===== src/rtl/mult_share_arb.sv =====
// ---------------------------------------------------------------------------
// mult_share_arb
// Shares one external combinational unsigned multiplier among NREQ
// requesters. A round-robin arbiter picks one request per idle cycle,
// registers its operands onto mul_a/mul_b, captures mul_p one cycle later
// and presents it as a tagged response under a valid/ready handshake.
//
// Optional feature (macro MULT_SHARE_ARB_ZERO_SKIP_EN): when defined, an
// accepted operation with a zero operand skips the multiply cycle and
// answers 0 one cycle after acceptance.
//
// Ports:
//   clk        rising-edge clock
//   rst        synchronous, active-high reset
//   req_valid  per-requester request
//   req_a/b    flattened operands, requester i at [i*WIDTH +: WIDTH]
//   req_ready  one-hot accept (combinational, idle state only)
//   mul_a/b    registered operands to the shared multiplier
//   mul_p      product from the shared multiplier
//   rsp_valid  result available
//   rsp_ready  consumer accepts result
//   rsp_id     index of the requester owning the result
//   rsp_p      captured product (2*WIDTH bits)
//   busy       high whenever the FSM is not idle
// ---------------------------------------------------------------------------
module mult_share_arb #(
   parameter int WIDTH = 3,
   parameter int NREQ  = 4,
   parameter int IDW   = 2
) (
   input  logic                    clk,
   input  logic                    rst,
   input  logic [NREQ-1:0]         req_valid,
   input  logic [NREQ*WIDTH-1:0]   req_a,
   input  logic [NREQ*WIDTH-1:0]   req_b,
   output logic [NREQ-1:0]         req_ready,
   output logic [WIDTH-1:0]        mul_a,
   output logic [WIDTH-1:0]        mul_b,
   input  logic [2*WIDTH-1:0]      mul_p,
   output logic                    rsp_valid,
   input  logic                    rsp_ready,
   output logic [IDW-1:0]          rsp_id,
   output logic [2*WIDTH-1:0]      rsp_p,
   output logic                    busy
);

   typedef enum logic [1:0] {
      IDLE = 2'd0,
      CALC = 2'd1,
      RESP = 2'd2
   } state_t;

   state_t           state_r;
   logic [IDW-1:0]   rr_ptr_r;
   logic [NREQ-1:0]  grant_s;
   logic [IDW-1:0]   grant_id_s;
   logic [IDW-1:0]   next_ptr_s;
   logic [IDW-1:0]   idx_s;
   logic             hit_s;
   logic             found_s;
   logic [WIDTH-1:0] sel_a_s;
   logic [WIDTH-1:0] sel_b_s;
`ifdef MULT_SHARE_ARB_ZERO_SKIP_EN
   logic             zero_op_s;
`endif

   // Round-robin pick: first valid requester scanning from rr_ptr_r upward.
   always_comb begin
      grant_s    = '0;
      grant_id_s = '0;
      found_s    = 1'b0;
      idx_s      = '0;
      hit_s      = 1'b0;
      for (int k = 0; k < NREQ; k++) begin
         idx_s          = IDW'((int'(rr_ptr_r) + k) % NREQ);
         hit_s          = req_valid[idx_s] & ~found_s;
         grant_s[idx_s] = grant_s[idx_s] | hit_s;
         grant_id_s     = hit_s ? idx_s : grant_id_s;
         found_s        = found_s | hit_s;
      end
   end

   // Operand mux for the granted requester and the post-grant pointer.
   always_comb begin
      sel_a_s = '0;
      sel_b_s = '0;
      for (int i = 0; i < NREQ; i++) begin
         sel_a_s = sel_a_s | (req_a[i*WIDTH +: WIDTH] & {WIDTH{grant_s[i]}});
         sel_b_s = sel_b_s | (req_b[i*WIDTH +: WIDTH] & {WIDTH{grant_s[i]}});
      end
      next_ptr_s = (grant_id_s == IDW'(NREQ - 1)) ? '0 : grant_id_s + 1'b1;
   end

`ifdef MULT_SHARE_ARB_ZERO_SKIP_EN
   // Zero-operand detect for the multiply bypass.
   always_comb begin
      zero_op_s = (sel_a_s == '0) || (sel_b_s == '0);
   end
`endif

   // Accept is offered only while idle and never during reset.
   always_comb begin
      if ((state_r == IDLE) && !rst) begin
         req_ready = grant_s;
      end else begin
         req_ready = '0;
      end
   end

   // Control FSM with registered datapath outputs.
   always_ff @(posedge clk) begin
      if (rst) begin
         state_r   <= IDLE;
         rr_ptr_r  <= '0;
         mul_a     <= '0;
         mul_b     <= '0;
         rsp_valid <= 1'b0;
         rsp_id    <= '0;
         rsp_p     <= '0;
         busy      <= 1'b0;
      end else begin
         case (state_r)
            IDLE: begin
               if (found_s) begin
                  mul_a    <= sel_a_s;
                  mul_b    <= sel_b_s;
                  rsp_id   <= grant_id_s;
                  rr_ptr_r <= next_ptr_s;
                  busy     <= 1'b1;
`ifdef MULT_SHARE_ARB_ZERO_SKIP_EN
                  if (zero_op_s) begin
                     rsp_p     <= '0;
                     rsp_valid <= 1'b1;
                     state_r   <= RESP;
                  end else begin
                     state_r   <= CALC;
                  end
`else
                  state_r  <= CALC;
`endif
               end
            end
            CALC: begin
               // mul_p has settled from the registered operands.
               rsp_p     <= mul_p;
               rsp_valid <= 1'b1;
               state_r   <= RESP;
            end
            RESP: begin
               if (rsp_ready) begin
                  rsp_valid <= 1'b0;
                  busy      <= 1'b0;
                  state_r   <= IDLE;
               end
            end
            default: begin
               rsp_valid <= 1'b0;
               busy      <= 1'b0;
               state_r   <= IDLE;
            end
         endcase
      end
   end

endmodule


===== config.mk =====
export PLATFORM = sky130hd
export DESIGN_NAME = mult_share_arb
export DESIGN_NICKNAME = d
export VERILOG_FILES = /design/src/rtl/mult_share_arb.sv
export SDC_FILE = /design/constraint.sdc
export NUM_CORES = 1
export LEC_CHECK = 0
export ABC_AREA = 0
export CAP_MARGIN = 5
export CORE_MARGIN = 1
export CORE_UTILIZATION = 46
export DETAILED_ROUTE_END_ITERATION = 16
export PLACE_DENSITY = 0.78
export SYNTH_ARGS = -nofsm -noshare
export SYNTH_HDL_FRONTEND = slang
export SYNTH_SLANG_ARGS = --single-unit

===== constraint.sdc =====
create_clock -name clk -period 5.1 [get_ports clk]
set_clock_uncertainty 0.1 [all_clocks]
set_input_delay 1.53 -clock clk [delete_from_list [all_inputs] [get_ports clk]]
set_output_delay 1.53 -clock clk [all_outputs]
set_load 0.1 [all_outputs]

=== Word level (Yosys, flattened, before mapping) ===
Index checks and enable logic that the tools add are counted.

* Magnitude comparators: 8
* Add/subtract/negate cells: 4
* Eq/ne operators: 5
* Muxes and demuxes: 40
* Reduce and logical (&&, ||, !) cells: 11
* Bitwise gates (word level): 30

{| class="wikitable"
|+ Operators with widths
! operator !! number
|-
| 3-bit bitwise AND || 8
|-
| 3-bit OR || 6
|-
| 1-bit binary-select mux with 2-bit select || 8
|-
| 1-bit two-way mux || 14
|-
| 2-bit two-way mux || 7
|-
| 4-bit bitwise mux || 3
|-
| 2-bit by 3-bit < comparator with 1-bit output (second input constant) || 4
|-
| 1-bit demux with 2-bit select || 4
|-
| 2-bit by 1-bit >= comparator with 1-bit output (second input constant) || 4
|-
| 1-bit OR || 7
|-
| 1-bit case mux with 3 select lines || 2
|-
| 2-bit case mux with 3 select lines || 1
|-
| 2-bit AND reduction || 3
|-
| 1-bit logical AND || 5
|-
| 1-bit inverter || 5
|-
| 2-bit by 1-bit adder with 2-bit output (second input constant) || 2
|-
| 2-bit adder (second input constant) || 2
|-
| 4-bit bitwise AND || 1
|-
| 2-bit equality test (second input constant) || 2
|-
| 4-bit two-way mux || 1
|-
| 2-bit != test (second input constant) || 2
|-
| 1-bit bitwise AND || 3
|-
| 3-bit AND reduction || 1
|-
| 2-bit by 1-bit equality test with 1-bit output (second input constant) || 1
|-
| 2 further kinds || 2
|}

* Bits in registers: 20
* Logic and storage cells: 106
* Bits of input ports: 37

=== Longest topological paths before layout ===
* Word-level depth: 21
* Mapped depth: 13
* Gate-level depth less buffers: 10

=== Least setup slack after synthesis ===
Ideal clock, no wire load.

* Kind: input to output
* Start: input port req_valid[3]
* End: output port req_ready[0]
* Stages on the path: 8
* Path slack: -1.293 ns
* Data arrival time: 4.763 ns
* Path through: mux4_2 > buf_6 > or3b_1 > a311oi_2 > a31oi_4 > nor3_4 > inv_2 > a21oi_1

* Cells in the longest elaborated chain, start to end: 17

{| class="wikitable"
|+ Ends and longest elaborated chain
! what !! line !! text
|-
| start, declared || 33 || <nowiki>input logic [NREQ-1:0] req_valid,</nowiki>
|-
| 1-bit binary-select mux with 2-bit select || 76 || <nowiki>hit_s = req_valid[idx_s] & ~found_s;</nowiki>
|-
| 1-bit two-way mux (not written as such) || 76 ||
|-
| 1-bit OR || 77 || <nowiki>grant_s[idx_s] = grant_s[idx_s] | hit_s;</nowiki>
|-
| 4-bit bitwise AND (no source line) || - ||
|-
| 1-bit binary-select mux with 2-bit select || 77 ||
|-
| 1-bit two-way mux (not written as such) || 77 ||
|-
| 1-bit OR || 77 ||
|-
| 4-bit bitwise mux || 77 ||
|-
| 1-bit binary-select mux with 2-bit select || 77 ||
|-
| 1-bit two-way mux (not written as such) || 77 ||
|-
| 1-bit OR || 77 ||
|-
| 4-bit bitwise mux || 77 ||
|-
| 1-bit binary-select mux with 2-bit select || 77 ||
|-
| 1-bit two-way mux (not written as such) || 77 ||
|-
| 1-bit OR || 77 ||
|-
| 4-bit bitwise mux (*) || 77 ||
|-
| 4-bit two-way mux (*) || 103 || <nowiki>if ((state_r == IDLE) && !rst) begin</nowiki>
|-
| end, declared || 36 || <nowiki>output logic [NREQ-1:0] req_ready,</nowiki>
|}

Every way passes the cells marked *; elsewhere a longest branch is shown, timed or not. The select of a mux whose other input is x is not followed.

=== Final worst setup path ===
Ends and elaborated chain as after synthesis.

==> results summary <==
The flow ran to the end, but the final reports show violations. The final reports fail on setup timing. By area the synthesized netlist is led by sky130_fd_sc_hd__dfxtp_1, sky130_fd_sc_hd__mux2i_1, sky130_fd_sc_hd__nor2_1, sky130_fd_sc_hd__a21oi_1, sky130_fd_sc_hd__mux4_2. Hold timing on the final database bottoms out at a slack of 0.4045 ns. The summed instance area of the synthesized netlist is 1733 um2.

The final critical path takes up 103.8% of the cycle. The largest fanout of any net on the critical path came out at 6. The total core area came out at 3468 um2. The initial utilization of the core area, before any placement, comes to 49.96%. VDD sags by at most 483.0 uV. The floorplan step defined a die boundary enclosing 4016 um2. The count of warnings emitted by yosys came out at 0.

The number of hold violations in the final report is 0. Entering global routing, the biggest net connects 27 pins. A synthesized cell averages 8.023 um2. The detail-routed via count per cell came out at 5.858. The fraction of the yosys area taken by sequential cells is 23.10%. The worst slack after detailed placement came out at -0.5770 ns. Counting every instance in the synthesized netlist gives 216. After filler insertion, the fill cell instance count of the layout stands at 220.

The post-route netlist has 26.28% of its cells at a drive strength greater than 1. The length in cells of the worst reg-to-reg path came out at 13. Counting flops and latches in the post-synthesis netlist gives 20.

The wire-length estimate of the detail-placed layout is 3819 um. For this run, design rule violations remaining after detail routing come to 0. In the final layout, the multi-input gates occupy 1364 um2. The routed length per placed instance came out at 16.22 um. Hold repair after CTS inserted 0 buffers. The number of nets in the synthesized netlist is 258. The top cell type's share of synthesized area is 23.10%. The library cell used most frequently in the layout, excluding fill and tap cells, is sky130_fd_sc_hd__clkdlybuf4s50_1. sky130_fd_sc_hd__dfxtp_1 takes more of the synthesized area than any other cell. The register area is 400.4 um2.

The count of buffers added on input and output ports is 56. The max-cap violation count came out at 0. The worst setup path is launched from an input pin. The share of flip-flops with an asynchronous set or reset is 0%. The vertical die dimension is 63.38 um. The antenna diode count came out at 0. The number of max-slew violations in the final report came out at 0. The final routed wirelength across all metal layers came out at 5500 um.

The H-tree depth is 1. The critical path is of the in2out type. In the layout the commonest cells are sky130_fd_sc_hd__clkdlybuf4s50_1, sky130_fd_sc_hd__buf_4, sky130_fd_sc_hd__nor2_1. Overall power consumption after layout is estimated at 2165 uW. The shortest period the worst path allows came out at 5.292 ns. The total global routing track utilization came out at 28.50%. The highest clock rate came out at 189.0 MHz. The residual overflow from global routing came out at 0.

Clock tree synthesis inserted a total of 3 buffers. The clock transition at the registers of the reported paths is 0.07 ns. Once routing completed, OpenROAD measured the worst setup slack at -0.1916 ns.

The number of antenna violations at the first check in global routing came out at 0. For this run, the post-layout net count is 336. Setup repair after global routing could not meet its margin everywhere. The worst setup path is captured at a primary output. Routability-driven placement finished with a final weighted congestion of 0.9945. Pin placement for this block handled 57 I/O pins. The first global-routing pass estimated 9073 um of wire.

The worst-skew pair later-pin latency is 0.25 ns. Setup violations remaining at the end of the flow were counted as 4. The worst slew margin relative to its limit is 32.90%. The root buffer cell is sky130_fd_sc_hd__clkbuf_8. The min-delay analysis places its worst path in the category reg2reg. The die boundary width is 63.38 um. The pre-antenna-repair detailed-routing pass consisted of 4 iterations. The total leakage power came out at 0.001068 uW. The post-synthesis cell type count is 52.

Dividing total power by cell area gives a power density of 774.4 nW/um2. The first routing iteration left 219 violations. The number of rows in the core area came out at 21. Counting instances, the worst hold path has a depth of 2.

Among all flip-flop cells after synthesis, the most frequent one is sky130_fd_sc_hd__dfxtp_1. The cell count after placement is 331. Once detail routing completed, the nets flagged for antenna violations numbered 0.

The clock net in this run drives a total of 20 sinks. The clock tree from TritonCTS is built. The via count of the first global-routing pass came to 1,950. The worst path arrival time came out at 3.66 ns.

The total via count in the routed design is 1,986. The worst endpoint required time is 3.47 ns. The area growth from synthesis to layout is 61.30%. The number of synthesized flops with an enable pin came out at 0. The final instance count without filler cells came out at 339. The final standard cell utilization of the core came out at 80.59%.

For the pin with the worst max-slew slack, the measured transition is 1.003 ns. The buffer depth of the longest clock path came out at 2.
final timing paths:
kind / end / startpoint / slack (ns)
setup / recovery: req_ready[0] / req_valid[3] / -0.19
hold / removal: rsp_id[0] / rsp_id[0] / 0.40
hold reg to reg: rsp_id[0] / rsp_id[0] / 0.40
setup reg to reg: mul_a[1] / rr_ptr_r[0] / 1.40
sequential cells by signal, summed over array words and instances, names as in the netlist:
signal	flops
busy	1
rsp_p	6
rsp_valid	1
state_r	2
rsp_id	2
rr_ptr_r	2
mul_a	3
mul_b	3
cell usage after synthesis, types with 2 or more instances:
master	number
sky130_fd_sc_hd__nand2_1	10
sky130_fd_sc_hd__o211ai_1	2
sky130_fd_sc_hd__mux2_2	2
sky130_fd_sc_hd__o32ai_1	2
sky130_fd_sc_hd__o22ai_2	2
sky130_fd_sc_hd__a31oi_1	3
sky130_fd_sc_hd__mux2i_1	14
sky130_fd_sc_hd__a21oi_1	20
sky130_fd_sc_hd__nor3b_1	2
sky130_fd_sc_hd__a32oi_1	2
sky130_fd_sc_hd__nor2b_1	10
sky130_fd_sc_hd__nand3_1	4
sky130_fd_sc_hd__clkbuf_1	12
sky130_fd_sc_hd__mux4_2	3
sky130_fd_sc_hd__a221oi_1	6
sky130_fd_sc_hd__ha_1	5
sky130_fd_sc_hd__a22o_1	3
sky130_fd_sc_hd__nor3_1	4
sky130_fd_sc_hd__buf_2	2
sky130_fd_sc_hd__buf_6	2
sky130_fd_sc_hd__dfxtp_1	20
sky130_fd_sc_hd__nor2_1	27
sky130_fd_sc_hd__o21ai_0	12
sky130_fd_sc_hd__a22oi_1	8
sky130_fd_sc_hd__or3_1	2
sky130_fd_sc_hd__inv_1	11
logic make-up (layout without fill, tap and decap cells):
family,count (synthesis),count (layout),synth area share (%)
buffers and inverters,28,105,7.075
AO/OA/AOI/OAI,73,73,31.41
adder cells (fa/ha/maj),5,5,3.610
multiplexers,19,19,13.28
AND/OR/NAND/NOR,71,71,21.52
flip-flops,20,20,23.10
power by group:
| group | switching [uW] | total, uW | leakage, uW | internal (uW) |
|---|---|---|---|---|
| combinational | 1070 | 1790 | 0.000867 | 722 |
| sequential | 21.0 | 220 | 0.000165 | 199 |
| clock | 50.2 | 155 | 0.0000357 | 105 |
| total | 1140 | 2160 | 0.00107 | 1030 |
what timing repair did:
action | in CTS | in global routing
setup endpoints to repair | 4 | 4
pin swaps | 8 | 1
gates resized for setup | 39 | 4
setup buffers | 3 | 1
gates cloned | 0 | 0
per-stage QoR:
| stage | setup TNS [ns] | cell area [um2] |
|---|---|---|
| after floorplan | -1.046 | 1767 |
| after detailed placement | -2.212 | 2565 |
| after CTS | -0.6263 | 2771 |
| after global routing | -0.9036 | 2795 |
| final | -0.7340 | 2795 |
| after global placement | -2.080 | 2565 |
per-layer routing:
| layer | part of all wire (%) | up-vias | track usage (%) |
|---|---|---|---|
| li1 | - | 969 | - |
| met1 | 42 | 929 | 36.62 |
| met2 | 51 | 74 | 47.47 |
| met3 | 4.7 | 14 | 1.812 |
| met4 | 2.3 | 0 | 14.77 |
| met5 | 0 | - | 0 |
area by class of cell:
type / instances / share of cell area, %
Inverter: 12 / 1.611
Clock inverter: 1 / 1.074
Timing Repair Buffer: 89 / 30.66
Sequential cell: 20 / 14.32
Tap cell: 46 / 2.059
Clock buffer: 3 / 1.477
Multi-Input combinational cell: 168 / 48.79
critical path: stages:
cell and delay, ns:
sky130_fd_sc_hd__buf_6 0.09, sky130_fd_sc_hd__mux4_2 0.53, sky130_fd_sc_hd__mux2_4 0.38, sky130_fd_sc_hd__a22o_1 0.22, sky130_fd_sc_hd__or3_4 0.39, sky130_fd_sc_hd__nand2_2 0.14, sky130_fd_sc_hd__nor3_4 0.06, sky130_fd_sc_hd__inv_2 0.08
sky130_fd_sc_hd__a21oi_4 0.06, sky130_fd_sc_hd__buf_12 0.19
No activity file was read; power rests on OpenSTA's default activity.
